$ cat src/rtl/fpu_status_control_port_if.sv
// CPU I/O bus bundle for the FPU status/control port: decoder-side strobes in, registered read data and ack out.
interface fpu_status_control_port_if #(
  parameter int unsigned DATA_WIDTH = 16
);
  logic                  cs;
  logic                  data_m_access;
  logic                  data_m_wr_en;
  logic [1:0]            data_m_addr;
  logic [1:0]            data_m_bytesel;
  logic [DATA_WIDTH-1:0] data_m_data_in;
  logic [DATA_WIDTH-1:0] data_m_data_out;
  logic                  data_m_ack;

  modport master (
    output cs, data_m_access, data_m_wr_en, data_m_addr, data_m_bytesel, data_m_data_in,
    input  data_m_data_out, data_m_ack
  );

  modport slave (
    input  cs, data_m_access, data_m_wr_en, data_m_addr, data_m_bytesel, data_m_data_in,
    output data_m_data_out, data_m_ack
  );
endinterface

$ cat src/rtl/fpu_status_control_port.sv
// FPU I/O port: sticky W1C exception status, R/W control and tag words, one-cycle ack,
// and a masked-exception interrupt request.
module fpu_status_control_port #(
  parameter int unsigned           DATA_WIDTH = 16,
  parameter int unsigned           NUM_EXC    = 6,
  parameter logic [DATA_WIDTH-1:0] CTRL_RESET = DATA_WIDTH'(16'h037F),
  parameter logic [DATA_WIDTH-1:0] TAG_RESET  = DATA_WIDTH'(16'hFFFF)
) (
  input  logic                    clk,
  input  logic                    reset,
  fpu_status_control_port_if.slave bus,
  input  logic [DATA_WIDTH-1:0]   status_word_in,
  input  logic [NUM_EXC-1:0]      exc_pulse_in,
  input  logic                    fninit,
  output logic [DATA_WIDTH-1:0]   control_word_out,
  output logic [DATA_WIDTH-1:0]   tag_word_out,
  output logic                    irq_out
);

  localparam logic [1:0] ADDR_STATUS = 2'd0;
  localparam logic [1:0] ADDR_CTRL   = 2'd1;
  localparam logic [1:0] ADDR_TAG    = 2'd2;
  localparam int unsigned EXC_FIELD  = 6;

  logic [DATA_WIDTH-1:0] r_data;
  logic                  r_ack;
  logic [NUM_EXC-1:0]    r_sticky;
  logic [DATA_WIDTH-1:0] r_ctrl;
  logic [DATA_WIDTH-1:0] r_tag;
  logic                  r_irq;

  logic                  w_access;
  logic                  w_wr;
  logic                  w_rd;
  logic                  w_es;
  logic [DATA_WIDTH-1:0] w_byte_mask;
  logic [DATA_WIDTH-1:0] w_status;
  logic [DATA_WIDTH-1:0] w_rd_data;
  logic [NUM_EXC-1:0]    w_sticky_nxt;
  logic [DATA_WIDTH-1:0] w_ctrl_nxt;
  logic [DATA_WIDTH-1:0] w_tag_nxt;

  // Access decode, read mux and next-state for the architectural registers
  always_comb begin
    w_access    = bus.cs & bus.data_m_access & ~r_ack;
    w_wr        = w_access & bus.data_m_wr_en;
    w_rd        = w_access & ~bus.data_m_wr_en;
    w_byte_mask = {{(DATA_WIDTH-8){bus.data_m_bytesel[1]}}, {8{bus.data_m_bytesel[0]}}};
    w_es        = |(r_sticky & ~r_ctrl[NUM_EXC-1:0]);

    // Status: live core bits, with exception field and ES replaced locally
    w_status                = status_word_in;
    w_status[7]             = w_es;
    w_status[EXC_FIELD-1:0] = EXC_FIELD'(r_sticky);

    w_rd_data = '0;
    case (bus.data_m_addr)
      ADDR_STATUS: w_rd_data = w_status;
      ADDR_CTRL:   w_rd_data = r_ctrl;
      ADDR_TAG:    w_rd_data = r_tag;
      default:     w_rd_data = '0;
    endcase

    // Exception events beat a same-cycle W1C so no event is ever lost
    w_sticky_nxt = r_sticky;
    if (w_wr && (bus.data_m_addr == ADDR_STATUS) && bus.data_m_bytesel[0]) begin
      w_sticky_nxt = w_sticky_nxt & ~bus.data_m_data_in[NUM_EXC-1:0];
    end
    w_sticky_nxt = w_sticky_nxt | exc_pulse_in;

    w_ctrl_nxt = r_ctrl;
    if (w_wr && (bus.data_m_addr == ADDR_CTRL)) begin
      w_ctrl_nxt = (r_ctrl & ~w_byte_mask) | (bus.data_m_data_in & w_byte_mask);
    end

    w_tag_nxt = r_tag;
    if (w_wr && (bus.data_m_addr == ADDR_TAG)) begin
      w_tag_nxt = (r_tag & ~w_byte_mask) | (bus.data_m_data_in & w_byte_mask);
    end

    if (fninit) begin
      w_sticky_nxt = '0;
      w_ctrl_nxt   = CTRL_RESET;
      w_tag_nxt    = TAG_RESET;
    end
  end

  always_ff @(posedge clk) begin
    if (reset) begin
      r_data   <= '0;
      r_ack    <= 1'b0;
      r_sticky <= '0;
      r_ctrl   <= CTRL_RESET;
      r_tag    <= TAG_RESET;
      r_irq    <= 1'b0;
    end else begin
      r_ack    <= w_access;
      if (w_rd) begin
        r_data <= w_rd_data;
      end
      r_sticky <= w_sticky_nxt;
      r_ctrl   <= w_ctrl_nxt;
      r_tag    <= w_tag_nxt;
      r_irq    <= w_es & ~r_ctrl[7];
    end
  end

  assign bus.data_m_data_out = r_data;
  assign bus.data_m_ack      = r_ack;
  assign control_word_out    = r_ctrl;
  assign tag_word_out        = r_tag;
  assign irq_out             = r_irq;

endmodule

$ cat src/flat_wrapper.sv
// flat-port wrapper written by rule: the top's interface ports become plain ports
module fpu_status_control_port_flat 
#(
  parameter int unsigned           DATA_WIDTH = 16,
  parameter int unsigned           NUM_EXC    = 6,
  parameter logic [DATA_WIDTH-1:0] CTRL_RESET = DATA_WIDTH'(16'h037F),
  parameter logic [DATA_WIDTH-1:0] TAG_RESET  = DATA_WIDTH'(16'hFFFF)
)
  (clk, reset, status_word_in, exc_pulse_in, fninit, control_word_out, tag_word_out, irq_out, bus_cs, bus_data_m_access, bus_data_m_wr_en, bus_data_m_addr, bus_data_m_bytesel, bus_data_m_data_in, bus_data_m_data_out, bus_data_m_ack);
  fpu_status_control_port_if #(.DATA_WIDTH(DATA_WIDTH)) bus_i ();
  input  logic clk;
  input  logic reset;
  input  logic [DATA_WIDTH-1:0] status_word_in;
  input  logic [NUM_EXC-1:0] exc_pulse_in;
  input  logic fninit;
  output logic [DATA_WIDTH-1:0] control_word_out;
  output logic [DATA_WIDTH-1:0] tag_word_out;
  output logic irq_out;
  input wire logic [$bits(bus_i.cs)-1:0] bus_cs;
  input wire logic [$bits(bus_i.data_m_access)-1:0] bus_data_m_access;
  input wire logic [$bits(bus_i.data_m_wr_en)-1:0] bus_data_m_wr_en;
  input wire logic [$bits(bus_i.data_m_addr)-1:0] bus_data_m_addr;
  input wire logic [$bits(bus_i.data_m_bytesel)-1:0] bus_data_m_bytesel;
  input wire logic [$bits(bus_i.data_m_data_in)-1:0] bus_data_m_data_in;
  output wire logic [$bits(bus_i.data_m_data_out)-1:0] bus_data_m_data_out;
  output wire logic [$bits(bus_i.data_m_ack)-1:0] bus_data_m_ack;
  assign bus_i.cs = bus_cs;
  assign bus_i.data_m_access = bus_data_m_access;
  assign bus_i.data_m_wr_en = bus_data_m_wr_en;
  assign bus_i.data_m_addr = bus_data_m_addr;
  assign bus_i.data_m_bytesel = bus_data_m_bytesel;
  assign bus_i.data_m_data_in = bus_data_m_data_in;
  assign bus_data_m_data_out = bus_i.data_m_data_out;
  assign bus_data_m_ack = bus_i.data_m_ack;
  fpu_status_control_port #(.DATA_WIDTH(DATA_WIDTH), .NUM_EXC(NUM_EXC), .CTRL_RESET(CTRL_RESET), .TAG_RESET(TAG_RESET)) u_core (.clk(clk), .reset(reset), .bus(bus_i), .status_word_in(status_word_in), .exc_pulse_in(exc_pulse_in), .fninit(fninit), .control_word_out(control_word_out), .tag_word_out(tag_word_out), .irq_out(irq_out));
endmodule
$ cat config.mk
export PLATFORM = sky130hd
export DESIGN_NAME = fpu_status_control_port_flat
export DESIGN_NICKNAME = d
export VERILOG_FILES = /design/src/rtl/fpu_status_control_port_if.sv /design/src/rtl/fpu_status_control_port.sv /design/src/flat_wrapper.sv
export SDC_FILE = /design/constraint.sdc
export NUM_CORES = 1
export LEC_CHECK = 0
export ABC_AREA = 1
export BUFFER_PORTS_ARGS = -buffer_cell sky130_fd_sc_hd__buf_4
export CORE_MARGIN = 3
export CORE_UTILIZATION = 52
export CTS_BUF_LIST = sky130_fd_sc_hd__clkbuf_8
export DETAILED_ROUTE_END_ITERATION = 6
export GPL_TIMING_DRIVEN = 0
export PLACE_DENSITY = 0.85
export SYNTH_ARGS = -nofsm -noshare
export SYNTH_HDL_FRONTEND = slang
export SYNTH_SLANG_ARGS = --single-unit
$ cat constraint.sdc
create_clock -name clk -period 3.4 [get_ports clk]
set_clock_uncertainty 0.1 [all_clocks]
set_input_delay 0.68 -clock clk [delete_from_list [all_inputs] [get_ports clk]]
set_output_delay 0.68 -clock clk [all_outputs]
set_load 0.005 [all_outputs]
### Yosys cells after proc, flatten, opt, wreduce, memory -nomap -nowiden

Cells that the tools add are included.

* register bits: 56
* latch bits: 0
* bits in writable memories: 0
* bits in read-only memories: 0
* input bits: 48
* output and inout bits: 50
* logic and storage cells: 36
* memories kept: 0

* $add $sub $neg: 0
* $mul: 0
* divide/modulo/power cells: 0
* magnitude comparators: 0
* equal/unequal tests: 2
* shift-type cells: 0
* muxes and demuxes: 2
* bitwise gates (word level): 19
* reductions and logical operators: 7

Operators by type and width (number)
* 16-bit bitwise AND: 3
* 16-bit case mux with 3 select lines: 1
* 16-bit OR: 2
* 16-bit inverter: 1
* 6-bit bitwise AND: 2
* 6-bit inverter: 2
* 6-bit 2-to-1 mux: 1
* 6-bit OR: 1
* 6-bit OR reduction: 1
* 1-bit bitwise AND: 5
* 1-bit logical AND: 4
* 1-bit inverter: 3
* 2-bit by 1-bit == test with 1-bit output (second input constant): 1
* 2-bit == test (second input constant): 1
* 2-bit logical NOT: 1
* 2-bit OR reduction: 1

### Depth between registers and ports, before layout

Gate-level depths: netlist (run 1).

* depth after elaboration: 7
* depth in mapped cells: 9
* mapped depth without buffers: 9

### Worst setup path after synthesis (run 1)

Ideal clock, no wire load.

* path kind: input port to flip-flop
* from: in reset
* to: reg (tool-made name)
* library setup time: 0.134 ns
* arrival time: 1.409 ns
* required time: 3.166 ns
* slack: 1.758 ns
* stages on the path: 4
* path buffers: 2
* path through: buf_2 -> nor2_1 -> clkbuf_1 -> nand3_1

RTL lines
* from (decl): RTL line flat_wrapper.sv:12 `input logic reset;`

==> results of run 1 <==
-- cell families (layout without fill, tap and decap cells) --
kind of cell | Yosys count | count (layout) | share of synthesized area [%]
AO/OA/AOI/OAI | 64 | 64 | 15.5
flip-flops | 56 | 56 | 47.0
buffers and inverters | 51 | 147 | 8.81
AND/OR/NAND/NOR | 159 | 159 | 28.7
-- cell usage in the layout (no fill, tap or decap), types with 5 or more instances in the layout --
| master | netlist | final |
|---|---|---|
| nor2_1 | 6 | 6 |
| o211ai_1 | 13 | 13 |
| nand3_1 | 22 | 22 |
| buf_4 | 2 | 91 |
| buf_2 | 9 | 9 |
| dfxtp_1 | 56 | 56 |
| a21oi_1 | 29 | 29 |
| inv_1 | 33 | 34 |
| clkbuf_8 | 0 | 5 |
| o21ai_0 | 16 | 16 |
| nand2_1 | 121 | 121 |
-- final timing paths --
kind	startpoint	end	slack (ns)	depth (start not counted)
max	reset	flip-flop	1.68	4
min	u_core.bus.data_m_data_out[3]$_SDFFE_PP0P_	u_core.bus.data_m_data_out[3]$_SDFFE_PP0P_	0.37	2
max reg2reg	u_core.bus.data_m_ack$_SDFF_PP0_	flip-flop	1.84	7
min reg2reg	u_core.bus.data_m_data_out[3]$_SDFFE_PP0P_	u_core.bus.data_m_data_out[3]$_SDFFE_PP0P_	0.37	2
-- metrics by stage --
stage	total power, mW	hold slack (ns)	cells
after global routing	1.20	0.391	478
after floorplan	0.754	0.360	330
after detailed placement	0.828	0.357	471
after global placement	0.826	0.354	471
final	1.16	0.369	478
after CTS	1.16	0.371	478
-- Yosys cell counts --
library cell / number / area (um2)
nor2_8: 1 / 20.0
nand3_2: 3 / 30.0
nor2_1: 6 / 22.5
buf_4: 2 / 15.0
nand3_4: 1 / 17.5
o21ai_0: 16 / 80.1
inv_1: 33 / 124
o211ai_1: 13 / 97.6
buf_1: 1 / 3.75
nor2_2: 1 / 6.26
o221ai_1: 1 / 8.76
nand3_1: 22 / 110
a21oi_1: 29 / 145
buf_2: 9 / 45.0
a21o_1: 4 / 30.0
clkinv_1: 1 / 3.75
dfxtp_1: 56 / 1120
nand4_1: 4 / 25.0
inv_2: 3 / 11.3
clkbuf_1: 2 / 7.51
nand2_1: 121 / 454
o21bai_1: 1 / 7.51
-- area by class of cell --
cell class	instances	area share [%]
timing repair buffer	89	20.9
sequential	56	35.1
clock buffer	5	2.15
buffer	14	2.23
tap	52	2.04
multi-input combinational	223	33.0
inverter	37	4.34
clock inverter	2	0.274
-- routing by layer --
metal / share of wire, % / vias up
met1: 42 / 1148
met4: 1.7 / 0
met3: 9.0 / 12
met2: 47 / 136
li1: - / 1257
met5: 0 / -
-- worst register-to-register path, cell delays in order, from the launching register on --
cell	delay, ns
dfxtp_1	0.32
inv_1	0.09
nand3_4	0.11
nor2_8	0.19
nand3_2	0.18
buf_2	0.24
o21ai_0	0.16
a21oi_1	0.05
-- power groups by stage --
stage               clock [mW]  combinational (mW)  sequential (mW)
global placement             0               0.138            0.688
global route             0.374               0.155            0.675
finish                   0.346               0.142            0.674
detailed placement           0               0.140            0.689
floorplan                    0              0.0656            0.689
CTS                      0.350               0.141            0.674
==> metrics.txt, run 1 <==
max-cap violations 0; Slew HR 62.9%; syn avg cell area around 7.2 um2; slowest stage cell, crit path clkbuf_1; router iterations before antenna repair 6; CP arrival 1.79 ns; RePlAce Congestion approximately 0.84; Clk Tree Root Cell clkbuf_8; Worst Tran Pin Value 0.557 ns; CTS H-tree lvls 2; average wire per standard cell 14.3 um; # port buffers 89; distinct cell type count after synthesis 22; clock tree sinks 56; unrepaired setup endpoints after global routing false; initial antenna violation count 0; Final Cell Area 3200 um2; Fin. Hold Viols 0; Slew Limit Fails 0; crit path cell chain buf_2 -> nor2_1 -> clkbuf_1 -> nand3_1; status finished, final reports clean; setup TNS 0 ns; initial core utilization roughly 54%; busiest grt layer met2; Syn Std Cell Area 2390 um2; Reg area 1120 um2; Worst setup SP type input port; area of the multi-input gates 1050 um2; met2 usage 41.3%; DP Area 3120 um2; # diodes 0; worst hold path type flip-flop to flip-flop; NetSw between 0.2 and 0.3 mW; Max FO, Critical Path 10; # DRC 0; Warnings, synthesis 0; clock power share 29.7%; setup violators final 0; Longest Clk Path Bufs 2; final WL 6850 um; gr usage total 26.0%; I/O pins 98; largest net degree at the start of global routing 16; Setup CP Type input port to flip-flop; syn_nets approximately 380; Post-layout nets 474; switching share of power between 20% and 30%; routed vias around 2600; CP delay by family, top buffers and inverters; Critical Path Max Stage Delay ~0.44 ns; Worst-Skew Late Latency 0.31 ns; Peak VDD IR 209 uV; post-synthesis register bit count 56; setup bufs post-CTS 0; Final min period around 1.7 ns; Setup crit end kind flip-flop; pwr dens roughly 360 nW/um2; die width 73.7 um; met1 Usage GRT 35.1%; Leak 1.60 nW; critical path data required time approximately 3.5 ns; Overflow after GRT 0; WP buf/inv 2; GRT met3 Usage about 6%; post-CTS sizing 0; CTS tree built; Seq pwr share 58.0%; row count 24; Core Util, Final 72.9%; fin crit share 50.6%; CTS clk-pin slew, worst paths roughly 0.090 ns; sequential area share after synthesis 47.0%; vias per cell 5.34; core area roughly 4400 um2; die area between 5000 and 6000 um2; Post-CTS Hold Fix Bufs 0; Post-Place Setup Slack 1.39 ns; first-pass GRT wire length 10800 um; Logic pwr share 12.3%; DRT iter0 DRCs 225; vias in the first global route 2250; FMAX 581 MHz; share of cells above drive strength 1 27.0%; Fill cells 385; Internal roughly 0.87 mW; Die Y 73.7 um; final antenna-violating net count 0; P&R area growth vs syn 34.0%; post-route setup slack 1.68 ns; Mapped Cells between 300 and 400; DPL Wire Length 5100 um; clock buffer count from CTS 5
Power figures use the tool's default switching activity.
==> run 2, diff against run 1 <==
--- a/config.mk
+++ b/config.mk
@@ -5,14 +5,14 @@
 export SDC_FILE = /design/constraint.sdc
 export NUM_CORES = 1
 export LEC_CHECK = 0
-export ABC_AREA = 1
+export ABC_AREA = 0
 export BUFFER_PORTS_ARGS = -buffer_cell sky130_fd_sc_hd__buf_4
 export CORE_MARGIN = 3
-export CORE_UTILIZATION = 52
+export CORE_UTILIZATION = 50
 export CTS_BUF_LIST = sky130_fd_sc_hd__clkbuf_8
 export DETAILED_ROUTE_END_ITERATION = 6
 export GPL_TIMING_DRIVEN = 0
-export PLACE_DENSITY = 0.85
+export PLACE_DENSITY = 0.82
 export SYNTH_ARGS = -nofsm -noshare
 export SYNTH_HDL_FRONTEND = slang
 export SYNTH_SLANG_ARGS = --single-unit
==> constraint.sdc (replaced) <==
create_clock -name clk -period 1.74 [get_ports clk]
set_clock_uncertainty 0.1 [all_clocks]
set_input_delay 0.348 -clock clk [delete_from_list [all_inputs] [get_ports clk]]
set_output_delay 0.348 -clock clk [all_outputs]
set_load 0.005 [all_outputs]
==> metrics.txt, run 2 <==
Worst Tran Pin Value 0.687 ns (+0.130 ns); die area 5850 um2 (+7.6%); routed vias 2448 (-4.1%); share of cells above drive strength 1 31.8% (+4.8 points); Longest Clk Path Bufs 2 (unchanged); worst hold path type input port to flip-flop; router iterations before antenna repair 4 (-2); Worst-Skew Late Latency 0.31 ns (about the same); I/O pins 98 (unchanged); area share of the largest cell type after synthesis 45.1% (-1.8 points); DP Area 3240 um2 (+4.0%); unrepaired setup endpoints after global routing false; final antenna-violating net count 0 (unchanged); max-cap violations 0 (unchanged); clock buffer count from CTS 5 (unchanged); Worst setup SP type flip-flop; # DRC 0 (unchanged); setup bufs post-CTS 0 (unchanged); setup TNS 0 ns (unchanged); Max FO, Critical Path 10 (unchanged); Leak 1.42 nW (-11%); Post-CTS Hold Fix Bufs 0 (unchanged); most common cell after layout, fill and taps aside buf_4; Overflow after GRT 0 (unchanged); initial core utilization 52.2% (-2.2 points); first-pass GRT wire length 11500 um (+6.1%); placed cell count 449 (-4.7%); setup violators final 0 (unchanged); syn_nets 340 (-10%); Slew Limit Fails 0 (unchanged); largest net degree at the start of global routing 17 (+1); row count 25 (+4.2%); gr usage total 24.4% (-1.7 points); critical path data required time 1.88 ns (-1.59 ns); CTS tree built; Warnings, synthesis 0 (unchanged); status finished, final reports clean; Peak VDD IR 516 uV (+150%); final WL 7150 um (+4.2%); Hold Path Stages 2 (unchanged); Layout Cells excl Fill 457 (-4.4%); number of synthesized flops with an enable pin 0 (unchanged); DRT iter0 DRCs 184 (-18%); Setup crit end kind flip-flop; CP arrival 1.72 ns (-0.07 ns); clock tree sinks 56 (unchanged); vias per cell 5.36 (+0.29%); post-CTS sizing 0 (unchanged); die width 76.5 um (+3.7%); Syn Std Cell Area 2480 um2 (+4.1%); Final min period roughly 1.6 ns; syn avg cell area 8.51 um2 (+18%); most common cell in the netlist dfxtp_1; top cells by count, synth dfxtp_1 (56), nor2_1 (50), a21oi_1 (38); Synth Flop Type dfxtp_1; Fin. Hold Viols 0 (unchanged); most frequent cells in the layout buf_4 (92), dfxtp_1 (56), nor2_1 (50), a21oi_1 (38), nor3_1 (27); FMAX approximately 630 MHz; DPL Wire Length 5430 um (+6.5%); Clk Tree Root Cell clkbuf_8; Setup CP Type flip-flop to flip-flop; RePlAce Congestion 0.843 (about the same); # diodes 0 (unchanged); ys async rst share 0% (unchanged); # port buffers 90 (+1.1%); CTS H-tree lvls 2 (unchanged); vias in the first global route 2330 (+3.6%); initial antenna violation count 0 (unchanged); Die Y 76.5 um (+3.7%); pwr dens 719 nW/um2 (+98%); CTS clk-pin slew, worst paths 0.10 ns (about the same); Slew HR 53.8% (-9.0 points); synth top area cells dfxtp_1 (45%), a21oi_1 (7.7%), nor2_1 (7.6%); Reg area 1120 um2 (unchanged); post-synthesis register bit count 56 (unchanged); core area 4750 um2 (+8.4%); Core Util, Final 70.2% (-2.8 points); Fill cells 407 (+5.7%); fin crit share 90.8%; P&R area growth vs syn 34.3%; Final Cell Area 3340 um2 (+4.3%); Post-layout nets 437 (-7.8%); Synth area leader dfxtp_1; area of the multi-input gates 1170 um2 (+11%); Mapped Cells 292 (-12%); average wire per standard cell 15.6 um (+9.0%); final hold slack 0.119 ns (-0.250 ns); sequential area share after synthesis 45.1% (-1.8 points); distinct cell type count after synthesis 30 (+36%); cells on worst reg2reg path 5 (-2)
-- run 2: changes by cell type after synthesis, sizes merged, moves of 13 or more --
cell,before,now
a211oi,0,15
inv,36,12
mux2i,0,15
nand2,121,11
nand3,26,7
nor2,8,50
nor3,0,31
o211ai,13,0
-- run 2: layout make-up --
type,count,area share (%)
Tap cell,67,2.51
Sequential cell,56,33.6
Inverter,12,1.35
Clock buffer,6,2.48
Timing Repair Buffer,90,20.3
Clock inverter,2,0.300
Multi-Input combinational cell,201,35.0
Buffer,23,4.50
-- run 2: metrics by stage --
step / worst slack (ns) / power [mW]
floorplan: 0.367 / 1.53
global placement: 0.0396 / 1.68
detailed placement: 0.0149 / 1.69
CTS: 0.163 / 2.40
global route: 0.0569 / 2.49
finish: 0.160 / 2.40
-- run 2: layer usage --
layer / share of wire (%) / track usage, % / wire (um) / up-vias
li1: - / - / - / 1208
met1: 43 / 30.9 / 3040 / 1144
met2: 49 / 40.6 / 3500 / 85
met3: 6.7 / 6.62 / 482 / 11
met4: 1.7 / 6.88 / 119 / 0
met5: 0 / 0 / 0 / -
-- run 2: worst max-delay path, cell delays in order, from the launching register on --
cell	delay (ns)
dfxtp_1	0.34
nand3b_4	0.26
nor3_4	0.38
buf_4	0.25
nor3_1	0.06
a21oi_1	0.12
-- run 2: cells by family (layout without fill, tap and decap cells) --
| kind of cell | after synthesis | count (layout) | share of synthesized area [%] |
|---|---|---|---|
| compound gates | 79 | 79 | 18.5 |
| mux | 15 | 15 | 6.05 |
| flops | 56 | 56 | 45.1 |
| simple gates | 107 | 107 | 22.5 |
| buf+inv | 35 | 133 | 7.86 |
-- run 2: report_power, final --
| group | internal (mW) | switching [mW] |
|---|---|---|
| Sequential | 1.31 | 0.0173 |
| Clock | 0.319 | 0.416 |
| Combinational | 0.162 | 0.174 |
-- run 2: final timing paths --
check	from	to	slack [ns]
worst max-delay path	u_core.bus.data_m_ack$_SDFF_PP0_	flip-flop	0.16
worst min-delay path	bus_data_m_data_in[3]	u_core.r_sticky[3]$_SDFF_PP0_	0.12
worst max register to register	u_core.bus.data_m_ack$_SDFF_PP0_	flip-flop	0.16
worst min register to register	flip-flop	flip-flop	0.39
